**src/rtl/fixed_point_divider_seq.sv**
```systemverilog
// Sequential signed fixed-point divider: restoring division on magnitudes,
// then a sign-fix / saturate stage, under a start/done handshake.
module fixed_point_divider_seq #(
  parameter int unsigned WI1 = 3,
  parameter int unsigned WF1 = 4,
  parameter int unsigned WI2 = 4,
  parameter int unsigned WF2 = 3,
  parameter int unsigned WIO = 4,
  parameter int unsigned WFO = 4
) (
  input  logic                   clk,
  input  logic                   rst,
  input  logic                   start,
  input  logic [WI1+WF1-1:0]     in1,
  input  logic [WI2+WF2-1:0]     in2,
  output logic                   busy,
  output logic                   done,
  output logic                   overFlow,
  output logic                   divZero,
  output logic [WIO+WFO-1:0]     FixedPoint_Div_Out
);

  localparam int unsigned W1 = WI1 + WF1;
  localparam int unsigned W2 = WI2 + WF2;
  localparam int unsigned W  = WIO + WFO;
  localparam int unsigned S  = (WFO + WF2 >= WF1) ? (WFO + WF2 - WF1) : 0;
  localparam int unsigned N  = W1 + S;
  localparam int unsigned D  = W2 + 1;
  localparam int unsigned R  = D + 1;
  localparam int unsigned CW = $clog2(N + 1);
  localparam int unsigned MW = ((N > W) ? N : W) + 1;

  localparam logic [MW-1:0] NEG_LIM = MW'(1) << (W - 1);
  localparam logic [MW-1:0] POS_LIM = NEG_LIM - MW'(1);
  localparam logic [W-1:0]  POS_SAT = {1'b0, {(W-1){1'b1}}};
  localparam logic [W-1:0]  NEG_SAT = {1'b1, {(W-1){1'b0}}};

  generate
    if (WFO + WF2 < WF1) begin : g_bad_format
      $error("fixed_point_divider_seq: WFO+WF2 must be >= WF1");
    end
  endgenerate

  typedef enum logic [1:0] {IDLE, CALC, FIX} state_t;

  state_t          state;
  logic [CW-1:0]   cnt;
  logic [N-1:0]    num;
  logic [N-1:0]    quo;
  logic [D-1:0]    rem;
  logic [D-1:0]    dmag;
  logic            neg_q;
  logic            in1_neg_q;
  logic            dz_q;

  // One bit wider than the operands so the most negative value negates exactly
  logic [W1:0]     in1_ext, in1_mag;
  logic [D-1:0]    in2_ext, in2_mag;

  always_comb begin
    in1_ext = {in1[W1-1], in1};
    in2_ext = {in2[W2-1], in2};
    in1_mag = in1[W1-1] ? ('0 - in1_ext) : in1_ext;
    in2_mag = in2[W2-1] ? ('0 - in2_ext) : in2_ext;
  end

  // Restoring division step: shift in next numerator bit, trial-subtract divisor
  logic [R-1:0]    rem_sh, trial;
  logic            q_bit;
  logic [D-1:0]    rem_nxt;

  always_comb begin
    rem_sh  = {rem, num[N-1]};
    q_bit   = (rem_sh >= R'(dmag));
    trial   = rem_sh - R'(dmag);
    rem_nxt = q_bit ? D'(trial) : D'(rem_sh);
  end

  // Sign fix and saturation; negative side reaches one further than positive
  logic [MW-1:0]   q_ext;
  logic [W-1:0]    res_c;
  logic            ovf_c;

  always_comb begin
    q_ext = MW'(quo);
    res_c = '0;
    ovf_c = 1'b0;
    if (dz_q) begin
      res_c = in1_neg_q ? NEG_SAT : POS_SAT;
      ovf_c = 1'b1;
    end else if (neg_q) begin
      if (q_ext > NEG_LIM) begin
        res_c = NEG_SAT;
        ovf_c = 1'b1;
      end else begin
        res_c = W'(MW'(0) - q_ext);
      end
    end else begin
      if (q_ext > POS_LIM) begin
        res_c = POS_SAT;
        ovf_c = 1'b1;
      end else begin
        res_c = W'(q_ext);
      end
    end
  end

  always_ff @(posedge clk or posedge rst) begin
    if (rst) begin
      state              <= IDLE;
      cnt                <= '0;
      num                <= '0;
      quo                <= '0;
      rem                <= '0;
      dmag               <= '0;
      neg_q              <= 1'b0;
      in1_neg_q          <= 1'b0;
      dz_q               <= 1'b0;
      busy               <= 1'b0;
      done               <= 1'b0;
      overFlow           <= 1'b0;
      divZero            <= 1'b0;
      FixedPoint_Div_Out <= '0;
    end else begin
      done <= 1'b0;
      case (state)
        IDLE: begin
          if (start) begin
            dmag      <= in2_mag;
            num       <= N'(in1_mag) << S;
            neg_q     <= in1[W1-1] ^ in2[W2-1];
            in1_neg_q <= in1[W1-1];
            dz_q      <= (in2 == '0);
            rem       <= '0;
            quo       <= '0;
            cnt       <= CW'(N);
            busy      <= 1'b1;
            state     <= CALC;
          end
        end
        CALC: begin
          rem <= rem_nxt;
          quo <= {quo[N-2:0], q_bit};
          num <= num << 1;
          cnt <= cnt - CW'(1);
          if (cnt == CW'(1)) state <= FIX;
        end
        FIX: begin
          FixedPoint_Div_Out <= res_c;
          overFlow           <= ovf_c;
          divZero            <= dz_q;
          done               <= 1'b1;
          busy               <= 1'b0;
          state              <= IDLE;
        end
        default: state <= IDLE;
      endcase
    end
  end

endmodule

```
**config.mk**
```make
export PLATFORM = sky130hd
export DESIGN_NAME = fixed_point_divider_seq
export DESIGN_NICKNAME = d
export VERILOG_FILES = /design/src/rtl/fixed_point_divider_seq.sv
export SDC_FILE = /design/constraint.sdc
export NUM_CORES = 1
export LEC_CHECK = 0
export CAP_MARGIN = 20
export CORE_UTILIZATION = 40
export DETAILED_ROUTE_END_ITERATION = 8
export GPL_TIMING_DRIVEN = 0
export HOLD_SLACK_MARGIN = 0.12
export PLACE_DENSITY = 0.68
export SLEW_MARGIN = 25
export SYNTH_ARGS = -nofsm -noshare
export SYNTH_HDL_FRONTEND = slang
export SYNTH_SLANG_ARGS = --single-unit
```
**constraint.sdc**
```tcl
create_clock -name clk -period 2.3 [get_ports clk]
set_input_delay 0.46 -clock clk [delete_from_list [all_inputs] [get_ports clk]]
set_output_delay 0.46 -clock clk [all_outputs]
set_load 0.05 [all_outputs]
```
Yosys cells after proc, flatten, opt, wreduce, memory -nomap -nowiden
Index checks and enable logic that the tools add are counted.
W data, S select, Z words.
- $add $sub $neg: 5
- $lt $le $gt $ge: 3
- eq/ne operators: 5
- muxes and demuxes: 26
- bitwise operators: 1
- reductions and logical operators: 8
- operator list (operator ; number):
    $mux W8 ; 8
    $pmux W10 S2 ; 2
    $mux W10 ; 2
    $pmux W8 S2 ; 1
    $gt A10 B7 Y1 const B ; 1
    $gt A10 B8 Y1 const B ; 1
    $ge A9 B8 Y1 ; 1
    $pmux W4 S2 ; 1
    $reduce_and A2 Y1 ; 4
    $sub A1 B7 Y8 const A ; 1
    $sub A1 B8 Y8 const A ; 1
    $sub A8 B8 Y8 ; 1
    $logic_not A7 Y1 ; 1
    $mux W7 ; 1
    $sub A1 B7 Y7 const A ; 1
    $mux W1 ; 6
    $eq A4 B1 Y1 const B ; 1
    $mux W2 ; 2
    $mux W4 ; 1
    $ne A2 B2 Y1 const B ; 2
    $pmux W2 S2 ; 1
    $reduce_bool A2 Y1 ; 2
    $sub A4 B1 Y4 const B ; 1
    $eq A2 B1 Y1 const B ; 1
    other kinds (4) ; 4
- bits in registers: 57
- output and inout port bits: 12

Logic depth before layout (Yosys ltp)
- word-level depth: 4
- mapped depth: 8
- gate-level depth less buffers: 8

Worst setup path after synthesis
No wires, ideal clock.
- kind: register -> register
- start point: reg num[9]
- end point: reg rem[6]
- library setup time: 0.126 ns
- arrival time: 1.815 ns
- data required time: 2.174 ns
- setup slack: 0.359 ns
- stages on the path, launching flop included: 9
- buffers on the path: 0
- cells stage by stage: dfrtp_1 > inv_1 > ha_1 > fa_1 > nand2b_1 > a21oi_1 > mux2i_1 > a311oi_1 > a311o_1
- word-level cells in the longest chain between the ends: 3
- RTL lines (what ; line ; text):
    start, declared ; 48 ; logic [N-1:0] num;
    start signal, assigned ; 130 ; num <= N'(in1_mag) << S;
    start signal, assigned ; 144 ; num <= num << 1;
    $sub A8 B8 Y8 or $ge A9 B8 Y1 (tied branches) ; 75, 74 ;
    $mux W8 * ; 76 ; rem_nxt = q_bit ? D'(trial) : D'(rem_sh);
    $pmux W8 S2 * ; 126 ; case (state)
    end signal, assigned ; 142 ; rem <= rem_nxt;
    end, declared ; 50 ; logic [D-1:0] rem;
Mark *: on every way between the ends. The rest lies on a longest branch, timed or not.
A chain may end at the register's enable or synchronous reset.

Final worst setup path
- start point: reg rem[3]
- end point: reg rem[6]
- word-level cells in the longest chain between the ends: 3
- RTL lines (what ; line):
    $sub A8 B8 Y8 or $ge A9 B8 Y1 (tied branches) ; 75, 74
    $mux W8 * ; 76
    $pmux W8 S2 * ; 126
Marks and branches as above.

==> results.sh <==
export IMPL_r2r_start="rem[3]"
export IMPL_ir_drop_v=0.0006244
export IMPL_insertion_delay_ns=0.31
export IMPL_syn_area_sq_um=3144
export IMPL_numPortBuffers=26
export IMPL_grt_ovfl_total=0
export IMPL_holdCritPathClass="flop to flop"
export IMPL_clkTransAtPathRegs_ns=0.10
export IMPL_htreeDepth=2
export IMPL_skew_ns=0.01008
export IMPL_grt_max_degree=55
export IMPL_async_reset_ff_share_pct=100.0
export IMPL_ys_warn_count=0
export IMPL_drt_pass1_iterations=4
export IMPL_power_mw=5.516
export IMPL_holdPathStages=2
export IMPL_gp_congestion=0.8180
export IMPL_ys_seq_elements=54
export IMPL_syn_inst=351
export IMPL_rsz0062_at_grt="no"
export IMPL_max_freq_mhz=459.2
export IMPL_final_cells=484
export IMPL_rrSetupSlack_ns=0.12
export IMPL_syn_area_per_cell_sq_um=8.958
export IMPL_grt_pass1_wl_mm=12.16
export IMPL_hold_viol=0
export IMPL_clock_sinks=54
export IMPL_slew_viol_final=0
export IMPL_clock_path_buffers=2
export IMPL_startpoint="rem[3]"
export IMPL_die_area_sq_um=8219
export IMPL_fin_nets=415
export IMPL_synth_edf_count=0
export IMPL_antenna_found_initial=0
export IMPL_post_route_period_util_pct=94.68
export IMPL_worst_pin_slew_ns=0.6532
export IMPL_cts_tree="done"
export IMPL_rows=31
export IMPL_fillCellCount=718
export IMPL_worstPathArrival_ns=2.37
export IMPL_post_route_min_period_ns=2.178
export IMPL_ioPinCount=29
export IMPL_routed_wl_mm=7.006
export IMPL_synth_ff_type="dfrtp_1"
export IMPL_root_buffer="clkbuf_8"
export IMPL_numCtsBuffers=5
export IMPL_hold_buffers=0
export IMPL_drc_errors=0
export IMPL_wire_per_inst_um=14.48
export IMPL_grt_usage_pct=18.19
export IMPL_powerDensity_nw_per_um2=1520
export IMPL_post_cts_setup_buffer_count=0
export IMPL_coreArea_sq_um=7408
export IMPL_required_ns=2.49
export IMPL_syn_nets=382
export IMPL_diodes=0
export IMPL_hpwlAfterDp_mm=5.175
export IMPL_max_slew_margin_pct=56.45
export IMPL_start_util_pct=42.44
export IMPL_drive_gt1_share_pct=5.974
export IMPL_status="complete, no violations"
export IMPL_max_cap_violations=0
export IMPL_worstSetupPathType="flop to flop"
export IMPL_ys_seq_area_share_pct=42.98
export IMPL_crit_fanout=7
export IMPL_vias=2646
export IMPL_cts_resized=0
export IMPL_end_kind="flop"
export IMPL_drt_iter0_drc=128
export IMPL_synth_cell_types=50
export IMPL_area_delta_synth_final_pct=15.44
export IMPL_min_from="FixedPoint_Div_Out[7]"
export IMPL_dieWidth_um=90.66
export IMPL_power_leakage_nw=1.593
export IMPL_grt_pass1_vias=2553
export IMPL_viasPerCell=5.467
export IMPL_place_inst=476
export IMPL_r2r_cells=6
export IMPL_setup_viol=0
export IMPL_ant_nets=0
export IMPL_dieHeight_um=90.66
export IMPL_start_kind="flop"
## path summary, 6_finish.rpt
kind | end
max in group asynchronous | rem[7]
min in group asynchronous | divZero
max | rem[6]
max reg2reg | rem[6]
min | FixedPoint_Div_Out[7]
min reg2reg | FixedPoint_Div_Out[7]
## cells in the mapped netlist, types with 3 or more instances
master | count | area, sq um
a22oi_1 | 3 | 22.52
o22ai_1 | 3 | 18.77
a21oi_1 | 20 | 100.1
ha_1 | 13 | 162.7
o21ai_0 | 31 | 155.2
xnor2_1 | 9 | 78.83
nor3_1 | 9 | 45.04
xor2_1 | 5 | 43.79
mux2i_1 | 3 | 30.03
nor2b_1 | 5 | 31.28
nand3_1 | 21 | 105.1
or3_1 | 5 | 31.28
nand2_1 | 45 | 168.9
a31oi_1 | 6 | 37.54
inv_1 | 25 | 93.84
clkbuf_1 | 12 | 45.04
nand2b_1 | 8 | 50.05
o31ai_1 | 6 | 45.04
dfrtp_1 | 54 | 1351
and3_1 | 3 | 18.77
o311ai_1 | 3 | 26.28
buf_2 | 5 | 25.02
nor2_1 | 23 | 86.33
a311o_1 | 3 | 30.03
## cells by family after synthesis
| group | after synthesis | synth area share (%) |
|---|---|---|
| compound gates | 94 | 20.57 |
| xor+xnor | 14 | 3.900 |
| fa+ha+maj | 14 | 5.810 |
| buf+inv | 43 | 5.571 |
| flops | 54 | 42.98 |
| mux | 4 | 1.313 |
| simple gates | 128 | 19.86 |
## layout make-up
class	count	area (sq um)	share of cell area (%)
sequential	54	1351	37.23
tap	99	123.9	3.413
clock buffer	6	82.58	2.275
multi-input combinational	254	1618	44.57
clock inverter	2	16.27	0.4481
timing repair buffer	26	260.3	7.170
inverter	25	96.34	2.654
buffer	18	81.33	2.241
## layout by cell type (no fill, tap or decap), types with 5 or more instances in the layout
master | netlist | final
dfrtp_1 | 54 | 54
nand2_1 | 45 | 45
o21ai_0 | 31 | 31
clkdlybuf4s50_1 | 0 | 26
inv_1 | 25 | 24
nor2_1 | 23 | 23
nand3_1 | 21 | 21
a21oi_1 | 20 | 20
ha_1 | 13 | 13
clkbuf_1 | 12 | 12
nor3_1 | 9 | 9
xnor2_1 | 9 | 9
nand2b_1 | 8 | 8
o31ai_1 | 6 | 6
a31oi_1 | 6 | 6
clkbuf_8 | 0 | 6
buf_2 | 5 | 5
or3_1 | 5 | 5
nor2b_1 | 5 | 5
xor2_1 | 5 | 5
## registers in the layout (all words and copies together), names as in the netlist
register            flops
divZero                 1
rem                     8
dz_q                    1
neg_q                   1
dmag                    8
done                    1
in1_neg_q               1
quo                    10
state                   2
overFlow                1
FixedPoint_Div_Out      8
cnt                     4
num                     7
busy                    1
## metal layers
metal,vias to the layer above,GRT usage [%],wire length [um]
li1,1299,-,-
met1,1279,23.82,3159
met2,66,32.13,3524
met3,2,2.525,294
met4,0,3.226,27
met5,-,0,0
## where the power goes
part	internal, mW	switching (mW)	total, mW
sequential	1.37	0.367	1.74
combinational	1.31	1.90	3.20
clock	0.249	0.324	0.573
## metrics by stage
step | hold WS [ns] | util (%) | setup TNS [ns] | area [sq um] | setup WS, ns
6_report | 0.4837 | 49.00 | 0 | 3630 | 0.1224
3_5_place_dp | 0.4736 | 47.66 | -1.018 | 3531 | -0.1319
5_1_grt | 0.5172 | 49.00 | 0 | 3630 | 0.0002665
2_1_floorplan | 0.4498 | - | 0 | 3144 | 0.3590
3_3_place_gp | 0.4587 | 47.63 | -27.17 | 3528 | -0.4966
4_1_cts | 0.4946 | 49.00 | 0 | 3630 | 0.1363
## worst max-delay path, stage by stage (launching register included)
cell      delay [ns]
dfrtp_1         0.43
ha_1            0.39
and4_1          0.22
and2_1          0.18
a221oi_4        0.44
a311oi_1        0.11
a311o_1         0.29
Power figures use the tool's default switching activity.
